**src/rtl/call_request_register.sv**
```systemverilog
//------------------------------------------------------------------------------
// Module  : call_request_register
// Brief   : Sticky per-floor call vector with door-open dwell timer that clears
//           the served floor's request once the door has dwelled long enough.
// Rev     : 1.0  initial release
//------------------------------------------------------------------------------
`default_nettype none

module call_request_register #(
   parameter int NUM_FLOORS   = 8,
   parameter int FLOOR_W      = 3,
   parameter int DWELL_CYCLES = 16,
   parameter int CNT_W        = $clog2(DWELL_CYCLES) + 1
) (
   input  logic                              clk,
   input  logic                              rst_n,
   input  logic [NUM_FLOORS-1:0]             call_btn,
   input  logic [FLOOR_W-1:0]                current_floor,
   input  logic [1:0]                        door,
   input  logic                              door_timer,
   output logic [NUM_FLOORS-1:0]             requests,
   output logic                              served_pulse,
   output logic [FLOOR_W-1:0]                served_floor,
   output logic [$clog2(NUM_FLOORS+1)-1:0]   pending_count,
   output logic                              busy
);

   localparam int              c_PCW       = $clog2(NUM_FLOORS + 1);
   localparam logic [CNT_W-1:0] c_CNT_LAST = CNT_W'(DWELL_CYCLES - 1);
   localparam logic [1:0]      c_DOOR_OPEN = 2'b01;

   localparam logic [1:0]      c_IDLE      = 2'd0;
   localparam logic [1:0]      c_DWELL     = 2'd1;
   localparam logic [1:0]      c_HOLD      = 2'd2;

   logic [NUM_FLOORS-1:0] r_btn_q;
   logic [NUM_FLOORS-1:0] r_requests;
   logic [1:0]            r_state;
   logic [CNT_W-1:0]      r_dwell_cnt;
   logic [FLOOR_W-1:0]    r_floor;
   logic                  r_served_pulse;
   logic [FLOOR_W-1:0]    r_served_floor;

   logic [NUM_FLOORS-1:0] w_rise;
   logic [NUM_FLOORS-1:0] w_floor_onehot;
   logic                  w_floor_in_range;
   logic                  w_door_open;
   logic                  w_cond;
   logic [1:0]            w_state_nxt;
   logic [CNT_W-1:0]      w_cnt_nxt;
   logic [FLOOR_W-1:0]    w_floor_nxt;
   logic [NUM_FLOORS-1:0] w_clr_mask;
   logic                  w_serve;
   logic [c_PCW-1:0]      w_pop;

   assign w_rise           = call_btn & ~r_btn_q;
   assign w_door_open      = (door == c_DOOR_OPEN);
   assign w_floor_in_range = (32'(current_floor) < NUM_FLOORS);
   // An out-of-range floor shifts the one-hot bit off the top, so it can never
   // select a request even without the explicit range term.
   assign w_floor_onehot   = NUM_FLOORS'(1) << current_floor;
   assign w_cond           = w_door_open && door_timer && w_floor_in_range &&
                             (|(r_requests & w_floor_onehot));

   always_comb begin
      w_state_nxt = r_state;
      w_cnt_nxt   = r_dwell_cnt;
      w_floor_nxt = r_floor;
      w_clr_mask  = '0;
      w_serve     = 1'b0;
      case (r_state)
         c_IDLE: begin
            if (w_cond) begin
               w_state_nxt = c_DWELL;
               w_cnt_nxt   = '0;
               w_floor_nxt = current_floor;
            end
         end
         c_DWELL: begin
            if (!w_cond || (current_floor != r_floor)) begin
               w_state_nxt = c_IDLE;
               w_cnt_nxt   = '0;
            end else if (r_dwell_cnt == c_CNT_LAST) begin
               w_state_nxt = c_HOLD;
               w_clr_mask  = NUM_FLOORS'(1) << r_floor;
               w_serve     = 1'b1;
            end else begin
               w_cnt_nxt   = r_dwell_cnt + CNT_W'(1);
            end
         end
         c_HOLD: begin
            // Stay here until door control closes the door or the car moves,
            // so a re-press on the clearing edge gets a fresh dwell later.
            if (!w_door_open || (current_floor != r_floor)) begin
               w_state_nxt = c_IDLE;
               w_cnt_nxt   = '0;
            end
         end
         default: begin
            w_state_nxt = c_IDLE;
            w_cnt_nxt   = '0;
         end
      endcase
   end

   always_ff @(posedge clk) begin
      if (!rst_n) begin
         r_btn_q        <= '0;
         r_requests     <= '0;
         r_state        <= c_IDLE;
         r_dwell_cnt    <= '0;
         r_floor        <= '0;
         r_served_pulse <= 1'b0;
         r_served_floor <= '0;
      end else begin
         r_btn_q        <= call_btn;
         r_requests     <= (r_requests & ~w_clr_mask) | w_rise;
         r_state        <= w_state_nxt;
         r_dwell_cnt    <= w_cnt_nxt;
         r_floor        <= w_floor_nxt;
         r_served_pulse <= w_serve;
         if (w_serve) begin
            r_served_floor <= r_floor;
         end
      end
   end

   always_comb begin
      w_pop = '0;
      for (int i = 0; i < NUM_FLOORS; i++) begin
         w_pop = w_pop + c_PCW'(r_requests[i]);
      end
   end

   assign requests      = r_requests;
   assign served_pulse  = r_served_pulse;
   assign served_floor  = r_served_floor;
   assign pending_count = w_pop;
   assign busy          = (r_state != c_IDLE);

endmodule

`default_nettype wire

```
**config.mk**
```make
export PLATFORM = sky130hd
export DESIGN_NAME = call_request_register
export DESIGN_NICKNAME = d
export VERILOG_FILES = /design/src/rtl/call_request_register.sv
export SDC_FILE = /design/constraint.sdc
export NUM_CORES = 1
export LEC_CHECK = 0
export ABC_AREA = 1
export BUFFER_PORTS_ARGS = -buffer_cell sky130_fd_sc_hd__buf_4
export CORE_MARGIN = 3
export CORE_UTILIZATION = 48
export DETAILED_ROUTE_END_ITERATION = 16
export GPL_ROUTABILITY_DRIVEN = 0
export PLACE_DENSITY_LB_ADDON = 0.12
export SLEW_MARGIN = 25
export SYNTH_ARGS = -nofsm -noshare
export SYNTH_HDL_FRONTEND = slang
export SYNTH_SLANG_ARGS = --single-unit
```
**constraint.sdc**
```tcl
create_clock -name clk -period 2.65 [get_ports clk]
set_input_delay 0.265 -clock clk [delete_from_list [all_inputs] [get_ports clk]]
set_output_delay 0.265 -clock clk [all_outputs]
set_load 0.005 [all_outputs]
```
# Yosys cells after proc, flatten, opt, wreduce, memory -nomap -nowiden
# Index checks and enable logic that the tools add are counted.
# word_totals
regBits	30
input_bits	16
# classes
addsub	8
n_eq_ne	9
shift	2
muxes	16
bitwise_logic	6
n_reduce_logical	12
# ops
operator	count
$and 8x8->8	3
$mux 8	3
$mux 5	4
$add 4x1->4	4
$not 8->8	2
$shl 1x3->8 const A	2
$pmux 5 s3	1
$mux 2	4
$or 8x8->8	1
$reduce_or 8->1	1
$ne 3x3->1 const B	2
$pmux 2 s3	1
$reduce_and 3->1	2
$add 5x1->5 const B	1
$eq 5x4->1 const B	1
$add 3x1->4	1
$eq 2x1->1 const B	2
$ne 2x2->1 const B	2
$add 2x1->3	1
$mux 1	3
$ne 3x3->1	1
$add 1x1->2	1
$eq 2x2->1 const B	1
$logic_and 1x1->1	2
5 further kinds	7

# Longest topological paths before layout
# logic_depth
word_depth	11
mapped_depth	13

# Worst setup path after synthesis
# No wires, ideal clock.
# synth_path
path_kind	register to output
start	register r_requests[0], in the netlist requests[0]
end	output pending_count[2]
arrival_time_ns	2.642
required_ns	2.385
slack_ns	-0.257
stages_incl_launch_ff	9
path_buffers	0
path_cell_list	dfxtp_1 inv_1 fa_1 fa_1 fa_1 inv_1 ha_1 fa_1 xor2_1
# synth_via
elab_chain_cells	7
# synth_lines
item	line_no	source
from (decl)	37	logic [NUM_FLOORS-1:0] r_requests;
from (signal assigned)	117	r_requests <= (r_requests & ~w_clr_mask) | w_rise;
$add 1x1->2	131	w_pop = w_pop + c_PCW'(r_requests[i]);
$add 2x1->3	131	
$add 3x1->4	131	
$add 4x1->4 (4 in series)	131	
to (decl)	24	output logic [$clog2(NUM_FLOORS+1)-1:0] pending_count,
# No other way between the ends.

# Worst setup path in the final report
# layout_path
start	register r_requests[3], in the netlist requests[3]
end	output pending_count[1]
# layout_via
elab_chain_cells	5
# layout_lines
item	line_no
$add 3x1->4	131
$add 4x1->4 (4 in series)	131
# No other way between the ends.

==> flow_metrics.py <==
metrics = {
    "yosys": {
        "synth-main-ff-cell": "dfxtp_1",
        "synth_area_per_cell_sq_um": 7.454,
        "synth_edf_count": 0,
        "async_reset_ff_share_pct": 0,
        "syn-num-nets": 236,
        "ys_seq_area_share_pct": 38.19,
        "postSynthCellCount": 211,
        "synth_area_sq_um": 1573,
        "ys_warn_count": 0,
        "ys_ff_latch": 30,
        "yosysUniqueCellTypes": 26,
    },
    "power": {
        "combPwrFrac_pct": 28.8,
        "power.leakage_nw": 1.050,
        "p_sw_uw": 310.5,
        "clkPwrFrac_pct": 26.2,
        "p_per_area_nw_per_um2": 548.1,
        "irDropWorstVdd_uv": 392.5,
        "power_frac_seq_pct": 45.1,
        "totalPowerFinal_mw": 1.088,
        "internal-power_uw": 777.0,
        "switching_share_pct": 28.55,
    },
    "critical_path": {
        "crit_slowest_cell": "fa_1",
        "critical_path_arrival_ns": 2.99,
        "reg2reg_to": "requests[7]",
        "cp-start-kind": "register",
        "path_cells": "inv_2, fa_1, fa_1, fa_1, inv_2, ha_4, fa_2, buf_6",
        "r2r-start": "r_floor[2]",
        "cp_top_family": "adder cells",
        "critPathMaxStageDelay_ns": 0.54,
        "r2r_cells": 9,
        "cp_common_cell": "fa_1",
        "rrSetupSlack_ns": 0.89,
        "critPathKind": "reg -> out",
        "path_buf_inv": 3,
        "path_max_fanout": 2,
        "endpoint_kind": "output port",
        "cp.required_ns": 2.38,
    },
    "sta": {
        "hold_viol_final": 0,
        "max_freq_ghz": 0.3075,
        "rsz0062_at_grt": "yes",
        "timing.final.crit_share_pct": 122.7,
        "setup_viol": 4,
        "finalCriticalPeriod_ns": 3.252,
        "fin_skew_ns": 0.007105,
        "drv_slew": 0,
        "worst_slew_margin_rel_pct": 75.24,
        "worstMarginPinSlew_ns": 0.3709,
        "worst_slack_ns": -0.6017,
    },
    "clock_network": {
        "cts.htree.levels": 2,
        "clock-sinks": 30,
        "clockBufferDepth": 2,
        "worst_skew_pair.late_latency_ns": 0.33,
        "ctsHoldBuffers": 0,
        "cts_tree": "done",
        "clkSlewWorstSetupHoldPaths_ns": 0.10,
        "cts_root_buf": "clkbuf_4",
        "cts_made_buffers": 5,
    },
    "routing": {
        "first_iter_violations": 58,
        "wl_microns": 3229,
        "postRouteAntennaNets": 0,
        "avgRoutedWirePerCell_microns": 10.87,
        "first_pass_iters": 4,
        "num_vias": 1380,
        "avgViaCountPerCell": 4.646,
        "drc": 0,
    },
    "global_route": {
        "grt_pass1_vias": 1280,
        "grt_pass1_wl_microns": 5561,
        "grt_use_total_pct": 17.78,
        "grt-ovfl-total": 0,
        "antenna_found_initial": 0,
        "grt_max_degree": 26,
    },
    "worst_hold_path": {
        "min_path_cells": 3,
        "holdCritPathClass": "in -> reg",
        "holdPathEnd": "r_btn_q[5]",
        "hold_start": "call_btn[5]",
    },
    "final_layout": {
        "syn_to_final_growth_pct": 26.17,
        "final_cell_mix": "48 x nand2_1, 36 x inv_1, 36 x buf_4",
        "drive_gt1_share_pct": 27.27,
        "final_area_sq_um": 1984,
        "antenna_cells": 0,
        "layout.nets": 277,
        "final_common_cell": "nand2_1",
        "fin_util_pct": 64.47,
        "fill_cells": 288,
    },
    "floorplanning": {
        "die_area_sq_um": 3999,
        "die_x_microns": 63.24,
        "die_h_microns": 63.24,
        "io_pins": 33,
        "initial_utilization_pct": 51.10,
        "core_area_sq_um": 3078,
        "placementRows": 20,
    },
    "placed_design": {
        "placement.cell_area_sq_um": 1881,
        "port_buffers": 32,
        "place_hpwl_microns": 2530,
    },
    "flow_run": {
        "maxCapViolations": 0,
    },
    "run_status": {
        "status": "finished with violations",
        "violations": "negative setup slack",
    },
}
-- synth_stat cells (4+ instances only) --
| master | count | area (sq um) |
|---|---|---|
| o21ai_0 | 5 | 25.02 |
| inv_1 | 38 | 142.6 |
| o21bai_1 | 8 | 60.06 |
| a21oi_1 | 12 | 60.06 |
| fa_1 | 4 | 80.08 |
| nand2_1 | 49 | 183.9 |
| nand3_1 | 13 | 65.06 |
| or2_2 | 4 | 25.02 |
| ha_1 | 5 | 62.56 |
| nor2_1 | 15 | 56.30 |
| dfxtp_1 | 30 | 600.6 |
| nor3_1 | 4 | 20.02 |
-- stage by stage --
step	std cells	setup WS [ns]	setup TNS (ns)	hold slack [ns]
after floorplan	211	-0.1798	-0.3244	0.3693
after global placement	287	-0.2448	-0.4787	0.4517
after detailed placement	287	-0.2858	-0.5670	0.4596
after CTS	296	-0.6098	-1.759	0.1103
after global routing	297	-0.6971	-2.210	0.1069
final	297	-0.6017	-1.823	0.1154
-- cells by family after synthesis --
kind of cell | share of synthesized area [%]
simple gates | 29.59
buf+inv | 11.69
flops | 38.19
compound gates | 9.228
fa+ha+maj | 9.069
xor+xnor | 2.228
-- state kept, by name, summed over array words and instances (netlist names) --
register and flops:
requests 8, r_dwell_cnt 5, served_floor 3, served_pulse 1, r_btn_q 8, r_state 2
r_floor 3
-- worst reg2reg max path: cells and delay by family, from the launching register on --
family | cells | cell delay, ns
AND/OR/NAND/NOR | 7 | 0.81
flip-flops | 1 | 0.55
buffers and inverters | 1 | 0.16
AO/OA/AOI/OAI | 1 | 0.15
-- how the worst max path moves through the flow --
stage,startpoint,end,slack [ns],cells after the start
3_5_place_dp,requests[3],pending_count[1],-0.29,8
6_report,requests[3],pending_count[1],-0.60,8
5_1_grt,requests[3],pending_count[2],-0.70,9
3_3_place_gp,requests[3],pending_count[1],-0.24,8
4_1_cts,requests[3],pending_count[1],-0.61,8
2_1_floorplan,requests[3],pending_count[1],-0.18,7
-- layer usage --
| layer | vias up | GRT usage [%] | part of all wire (%) |
|---|---|---|---|
| li1 | 736 | - | - |
| met1 | 597 | 22.61 | 46 |
| met2 | 41 | 28.85 | 46 |
| met3 | 6 | 4.813 | 6.6 |
| met4 | 0 | 6.469 | 1.7 |
| met5 | - | 0 | 0 |
-- cell type report --
| type | count | area [sq um] | area share, % |
|---|---|---|---|
| flip-flops and latches | 30 | 604.3 | 30.45 |
| inverters | 40 | 150.1 | 7.566 |
| clock inverters | 1 | 5.005 | 0.2522 |
| well taps | 44 | 55.05 | 2.774 |
| repair buffers | 39 | 304.0 | 15.32 |
| clock buffers | 7 | 55.05 | 2.774 |
| multi-input cells | 136 | 810.8 | 40.86 |
-- power groups by stage --
stage / logic, mW / clock network, mW / registers (mW)
global route: 0.356 / 0.319 / 0.493
CTS: 0.298 / 0.293 / 0.490
finish: 0.313 / 0.284 / 0.490
global placement: 0.258 / 0 / 0.500
floorplan: 0.146 / 0 / 0.499
detailed placement: 0.264 / 0 / 0.500
-- repair_timing --
| item | 4_1_cts | 5_1_grt |
|---|---|---|
| setup buffers | 1 | 1 |
| endpoints found under the setup margin | 4 | 4 |
| cloned | 0 | 0 |
| pin swaps | 2 | 1 |
| hold endpoints to repair | 0 | 0 |
| resized for setup | 4 | 3 |
(Power assumes the default switching activity.)
